### src/rtl/id_ex_operand_stage.sv
// ID/EX pipeline register with MEM/WB operand forwarding and load-use detect.
// Drives the ALU operands, opcode and store data for the RV32I core.
module id_ex_operand_stage #(
    parameter int XLEN    = 32,
    parameter int ALUOP_W = 4
) (
    input  logic               i_clk,
    input  logic               i_reset,
    input  logic               i_stall,
    input  logic               i_flush,
    input  logic               i_id_valid,
    input  logic [XLEN-1:0]    i_id_pc,
    input  logic [4:0]         i_id_rs1_addr,
    input  logic [4:0]         i_id_rs2_addr,
    input  logic [4:0]         i_id_rd_addr,
    input  logic [XLEN-1:0]    i_id_rs1_data,
    input  logic [XLEN-1:0]    i_id_rs2_data,
    input  logic [XLEN-1:0]    i_id_imm,
    input  logic [ALUOP_W-1:0] i_id_alu_op,
    input  logic               i_id_opa_sel,
    input  logic               i_id_opb_sel,
    input  logic               i_id_rd_wren,
    input  logic               i_id_mem_rden,
    input  logic [4:0]         i_mem_rd_addr,
    input  logic               i_mem_rd_wren,
    input  logic [XLEN-1:0]    i_mem_fwd_data,
    input  logic [4:0]         i_wb_rd_addr,
    input  logic               i_wb_rd_wren,
    input  logic [XLEN-1:0]    i_wb_data,
    output logic               o_ex_valid,
    output logic [XLEN-1:0]    o_ex_pc,
    output logic [XLEN-1:0]    o_operand_a,
    output logic [XLEN-1:0]    o_operand_b,
    output logic [ALUOP_W-1:0] o_alu_op,
    output logic [XLEN-1:0]    o_store_data,
    output logic [4:0]         o_ex_rd_addr,
    output logic               o_ex_rd_wren,
    output logic               o_ex_mem_rden,
    output logic               o_load_use
);

    typedef struct packed {
        logic               valid;
        logic [XLEN-1:0]    pc;
        logic [4:0]         rs1_addr;
        logic [4:0]         rs2_addr;
        logic [4:0]         rd_addr;
        logic [XLEN-1:0]    rs1_data;
        logic [XLEN-1:0]    rs2_data;
        logic [XLEN-1:0]    imm;
        logic [ALUOP_W-1:0] alu_op;
        logic               opa_sel;
        logic               opb_sel;
        logic               rd_wren;
        logic               mem_rden;
    } id_ex_t;

    id_ex_t ex_q;
    id_ex_t id_d;

    logic wb_cap_rs1;
    logic wb_cap_rs2;

    // Regfile read and WB write share a cycle; catch the value being written.
    always_comb begin
        wb_cap_rs1 = i_wb_rd_wren && (i_wb_rd_addr != 5'd0)
                     && (i_wb_rd_addr == i_id_rs1_addr);
        wb_cap_rs2 = i_wb_rd_wren && (i_wb_rd_addr != 5'd0)
                     && (i_wb_rd_addr == i_id_rs2_addr);
    end

    always_comb begin
        id_d          = '0;
        id_d.valid    = i_id_valid;
        id_d.pc       = i_id_pc;
        id_d.rs1_addr = i_id_rs1_addr;
        id_d.rs2_addr = i_id_rs2_addr;
        id_d.rd_addr  = i_id_rd_addr;
        id_d.rs1_data = wb_cap_rs1 ? i_wb_data : i_id_rs1_data;
        id_d.rs2_data = wb_cap_rs2 ? i_wb_data : i_id_rs2_data;
        id_d.imm      = i_id_imm;
        id_d.alu_op   = i_id_alu_op;
        id_d.opa_sel  = i_id_opa_sel;
        id_d.opb_sel  = i_id_opb_sel;
        id_d.rd_wren  = i_id_rd_wren & i_id_valid;
        id_d.mem_rden = i_id_mem_rden & i_id_valid;
    end

    always_ff @(posedge i_clk) begin
        if (i_reset) begin
            ex_q <= '0;
        end else if (i_flush) begin
            ex_q <= '0;
        end else if (!i_stall) begin
            if (o_load_use) begin
                ex_q <= '0;
            end else begin
                ex_q <= id_d;
            end
        end
    end

    logic mem_hit_rs1;
    logic mem_hit_rs2;
    logic wb_hit_rs1;
    logic wb_hit_rs2;

    always_comb begin
        mem_hit_rs1 = i_mem_rd_wren && (i_mem_rd_addr != 5'd0)
                      && (i_mem_rd_addr == ex_q.rs1_addr);
        mem_hit_rs2 = i_mem_rd_wren && (i_mem_rd_addr != 5'd0)
                      && (i_mem_rd_addr == ex_q.rs2_addr);
        wb_hit_rs1  = i_wb_rd_wren && (i_wb_rd_addr != 5'd0)
                      && (i_wb_rd_addr == ex_q.rs1_addr);
        wb_hit_rs2  = i_wb_rd_wren && (i_wb_rd_addr != 5'd0)
                      && (i_wb_rd_addr == ex_q.rs2_addr);
    end

    logic [XLEN-1:0] fwd_rs1;
    logic [XLEN-1:0] fwd_rs2;

    // MEM is younger than WB, so it wins; x0 is hard-wired to zero.
    always_comb begin
        fwd_rs1 = ex_q.rs1_data;
        if (ex_q.rs1_addr == 5'd0) begin
            fwd_rs1 = '0;
        end else if (mem_hit_rs1) begin
            fwd_rs1 = i_mem_fwd_data;
        end else if (wb_hit_rs1) begin
            fwd_rs1 = i_wb_data;
        end
    end

    always_comb begin
        fwd_rs2 = ex_q.rs2_data;
        if (ex_q.rs2_addr == 5'd0) begin
            fwd_rs2 = '0;
        end else if (mem_hit_rs2) begin
            fwd_rs2 = i_mem_fwd_data;
        end else if (wb_hit_rs2) begin
            fwd_rs2 = i_wb_data;
        end
    end

    always_comb begin
        o_ex_valid    = ex_q.valid;
        o_ex_pc       = ex_q.pc;
        o_operand_a   = ex_q.opa_sel ? ex_q.pc  : fwd_rs1;
        o_operand_b   = ex_q.opb_sel ? ex_q.imm : fwd_rs2;
        o_alu_op      = ex_q.alu_op;
        o_store_data  = fwd_rs2;
        o_ex_rd_addr  = ex_q.rd_addr;
        o_ex_rd_wren  = ex_q.rd_wren;
        o_ex_mem_rden = ex_q.mem_rden;
    end

    // Conservative: ignores operand selects, so PC/imm users may stall too.
    always_comb begin
        o_load_use = ex_q.valid && ex_q.mem_rden
                     && (ex_q.rd_addr != 5'd0) && i_id_valid
                     && ((ex_q.rd_addr == i_id_rs1_addr)
                         || (ex_q.rd_addr == i_id_rs2_addr));
    end

endmodule

### config.mk
export PLATFORM = sky130hd
export DESIGN_NAME = id_ex_operand_stage
export DESIGN_NICKNAME = d
export VERILOG_FILES = /design/src/rtl/id_ex_operand_stage.sv
export SDC_FILE = /design/constraint.sdc
export NUM_CORES = 1
export LEC_CHECK = 0
export ABC_AREA = 1
export CAP_MARGIN = 20
export CORE_ASPECT_RATIO = 1.1
export CORE_UTILIZATION = 25
export DETAILED_ROUTE_END_ITERATION = 10
export GPL_TIMING_DRIVEN = 1
export PLACE_DENSITY = 0.58
export SLEW_MARGIN = 15
export SYNTH_ARGS = -nofsm -noshare
export SYNTH_HDL_FRONTEND = slang
export SYNTH_SLANG_ARGS = --single-unit
### constraint.sdc
create_clock -name i_clk -period 4.79 [get_ports i_clk]
set_clock_uncertainty 0.1 [all_clocks]
set_input_delay 1.1975 -clock i_clk [delete_from_list [all_inputs] [get_ports i_clk]]
set_output_delay 1.1975 -clock i_clk [all_outputs]
set_load 0.01 [all_outputs]
==> impl_metrics.py <==
metrics = {
    "outcome": {
        "status": "completed",
    },
    "grt": {
        "overflow": 0,
        "grt_antenna_before_repair": 3,
        "grt_max_degree": 153,
        "grt_pass1_vias": 12600,
        "track_usage": 0.2236,
        "grt_pass1_wl_um": 75820,
    },
    "die": {
        "die_w_um": 200.7,
        "io_pins": 373,
        "start_util": 0.2549,
        "row_count": 79,
        "die_area_mm2": 0.04427,
        "die_height_um": 220.6,
        "core_mm2": 0.04260,
    },
    "setup_path": {
        "required_ns": 3.49,
        "worstPathArrival_ns": 3.36,
        "worstSetupEndpointType": "output port",
        "start_kind": "input pin",
        "crit_fanout": 10,
        "critical_path_class": "in -> out",
        "r2r_setup_slack_ns": 2.57,
    },
    "cells_and_area": {
        "final_nets": 2297,
        "final_layout_size_suffix_gt1_frac": 0.07703,
        "synthToLayoutAreaGrowth_pct": 44.56,
        "post-route-util": 0.3685,
    },
    "routing": {
        "drt_first_pass_iters": 5,
        "routedWlPerCell_um": 19.03,
        "drt-initial-drc-count": 880,
        "final_antenna_net_count": 0,
        "drc_errors": 0,
        "drt-total-wl_um": 50380,
        "vias_per_cell": 4.891,
        "vias": 12950,
    },
    "clocking": {
        "clockBufferDepth": 2,
        "cts_tree": "built",
        "insertion_delay_ns": 0.46,
        "htree_levels": 4,
        "clk_pin_slew_ns": 0.06,
        "cts_buffers": 17,
        "cts_root_buffer": "clkbuf_16",
        "cts.sinks": 152,
    },
    "sta": {
        "setup_violations": 0,
        "rsz0062_at_grt": "false",
        "max_freq_ghz": 0.2147,
        "slew_headroom": 0.2995,
        "worst_pin_slew_ns": 1.051,
        "fin_crit_sh": 0.9724,
        "hold_violations": 0,
        "slew_viol_final": 0,
        "whs_ns": 0.3643,
        "fin_crit_ns": 4.658,
    },
    "synthesis": {
        "ys.warnings.count": 0,
        "synth_adder_area_share": 0,
        "avgSynthCellArea_um2": 6.033,
        "synth.distinct_cells": 30,
        "ys_seq_elements": 152,
        "synth_fp_nets": 2032,
        "netlist_area_mm2": 0.01086,
        "synth.area.mux_share": 0,
        "synth_xor_xnor_area_share": 0.02339,
        "synth_top_family_by_area": "simple AND/OR/NAND/NOR gates",
        "yosys.area_share.simple": 0.4663,
        "ys_seq_area_frac": 0.2802,
        "postSynthCellCount": 1800,
        "synth-compound-area-share": 0.07512,
    },
    "placement": {
        "hpwlAfterDp_um": 35470,
        "gp_congestion": 0.9088,
        "io_buffers": 372,
    },
    "pwr": {
        "p_leak_nw": 8.114,
        "ir_worst_vdd_mv": 0.2482,
        "power_density_mw_per_mm2": 229.4,
        "power.total_mw": 3.601,
    },
    "hold_path": {
        "hold_class": "reg -> reg",
    },
    "flow_run": {
        "max_cap_viol_count": 0,
    },
}
==> worst max-delay path, stage by stage <==
cell and delay (ns):
dlygate4sd2_1 0.30, buf_4 0.17, xor2_1 0.13, nor2_1 0.10
nand2_1 0.12, nor2_4 0.21, buf_6 0.17, buf_16 0.14
nand3_1 0.07, nand3_1 0.09, nand2_1 0.07, nand2_1 0.06
clkdlybuf4s50_1 0.53
==> cells in the final DEF, fill, tap and decap left out, types with 6 or more instances in the layout <==
cell	count
nand2_1	639
dlymetal6s2s_1	60
dfxtp_1	150
nor2_4	10
clkdlybuf4s50_1	304
nor2_1	13
nand3_2	32
xnor2_1	9
nand3_1	383
buf_12	16
a21oi_2	9
nand4_1	34
dlygate4sd2_1	7
a21oi_1	144
clkbuf_16	17
xor2_1	20
inv_1	149
buf_4	39
nand2_2	6
==> metal layers <==
layer  GRT usage  wire [um]
met1      0.2744      21260
met5           0          0
met2      0.3833      24470
met4     0.09695       1601
met3     0.04094       3050
==> per-stage QoR <==
step | TNS (ns) | setup slack (ns) | std cells | instance area (um2)
after floorplan | 0 | 1.220 | 1800 | 10860
after global placement | -1.250 | -0.1129 | 2609 | 14870
after detailed placement | -1.577 | -0.1165 | 2609 | 14870
after CTS | -0.03909 | -0.03909 | 2643 | 15510
after global routing | 0 | 0.005086 | 2645 | 15690
final | 0 | 0.1322 | 2647 | 15700
==> where the power goes <==
group	total, mW	switching, mW	leakage (nW)	internal, mW
clock network	1.41	0.601	0.292	0.805
registers	1.33	0.0282	1.24	1.30
logic	0.862	0.478	6.58	0.384
total	3.60	1.11	8.11	2.49
==> sequential cells by signal (all words and copies together) (netlist names) <==
| signal | cells |
|---|---|
| ex_q | 108 |
| o_alu_op | 4 |
| o_ex_mem_rden | 1 |
| o_ex_pc | 32 |
| o_ex_rd_addr | 5 |
| o_ex_rd_wren | 1 |
| o_ex_valid | 1 |
==> synthesized netlist by cell type <==
cell      instances  area share
clkbuf_1         49       0.017
nand2_1         643        0.22
buf_4            53       0.037
buf_1            10      0.0035
buf_6             4      0.0041
inv_4             1     0.00058
o21ai_2           1     0.00081
nand3_2          32       0.029
nor2_4            2      0.0021
nor3_4            1      0.0015
dfxtp_1         152        0.28
buf_2            62       0.029
nand3b_1          2      0.0014
nand2_4           1      0.0010
nor2_1           15      0.0052
xnor2_1           9      0.0073
a21oi_2           9      0.0073
inv_2             2     0.00069
inv_1           149       0.052
nand2_2           3      0.0017
or2_2             1     0.00058
buf_12            3      0.0055
buf_8             5      0.0069
nand3_1         383        0.18
nand4_1          34       0.020
nor3_1            2     0.00092
a21oi_1         144       0.066
a21o_1            1     0.00069
xor2_1           20       0.016
nor2_2            7      0.0040
==> layout make-up <==
class / instances / area, um2
Antenna cell: 3 / 7.507
Clock buffer: 20 / 466.7
Clock inverter: 11 / 122.6
Fill cell: 4522 / 26900
Inverter: 152 / 578.1
Multi-Input combinational cell: 1310 / 6212
Sequential cell: 152 / 3045
Tap cell: 567 / 709.4
Timing Repair Buffer: 432 / 4556
==> cells by family after synthesis <==
kind of cell    count (synthesis)
compound gates                155
buf+inv                       338
simple gates                 1126
flops                         152
xor+xnor                       29
==> worst paths after layout <==
| kind | startpoint | end | cells after the start |
|---|---|---|---|
| max | i_wb_rd_addr[0] | o_operand_a[27] | 13 |
| min | ex_q[102]$_SDFFE_PP0N_ | ex_q[102]$_SDFFE_PP0N_ | 2 |
| max reg2reg | o_ex_rd_addr[0]$_SDFFE_PP0N_ | ex_q[86]$_SDFFE_PP0N_ | 8 |
| min reg2reg | ex_q[102]$_SDFFE_PP0N_ | ex_q[102]$_SDFFE_PP0N_ | 2 |
==> repair_timing <==
item	CTS	global route
setup endpoints to repair	42	88
pin swaps	1	4
gates resized for setup	10	67
hold buffers	0	0
buffers inserted	2	2
cloned	1	0
No activity file was read; power rests on OpenSTA's default activity.
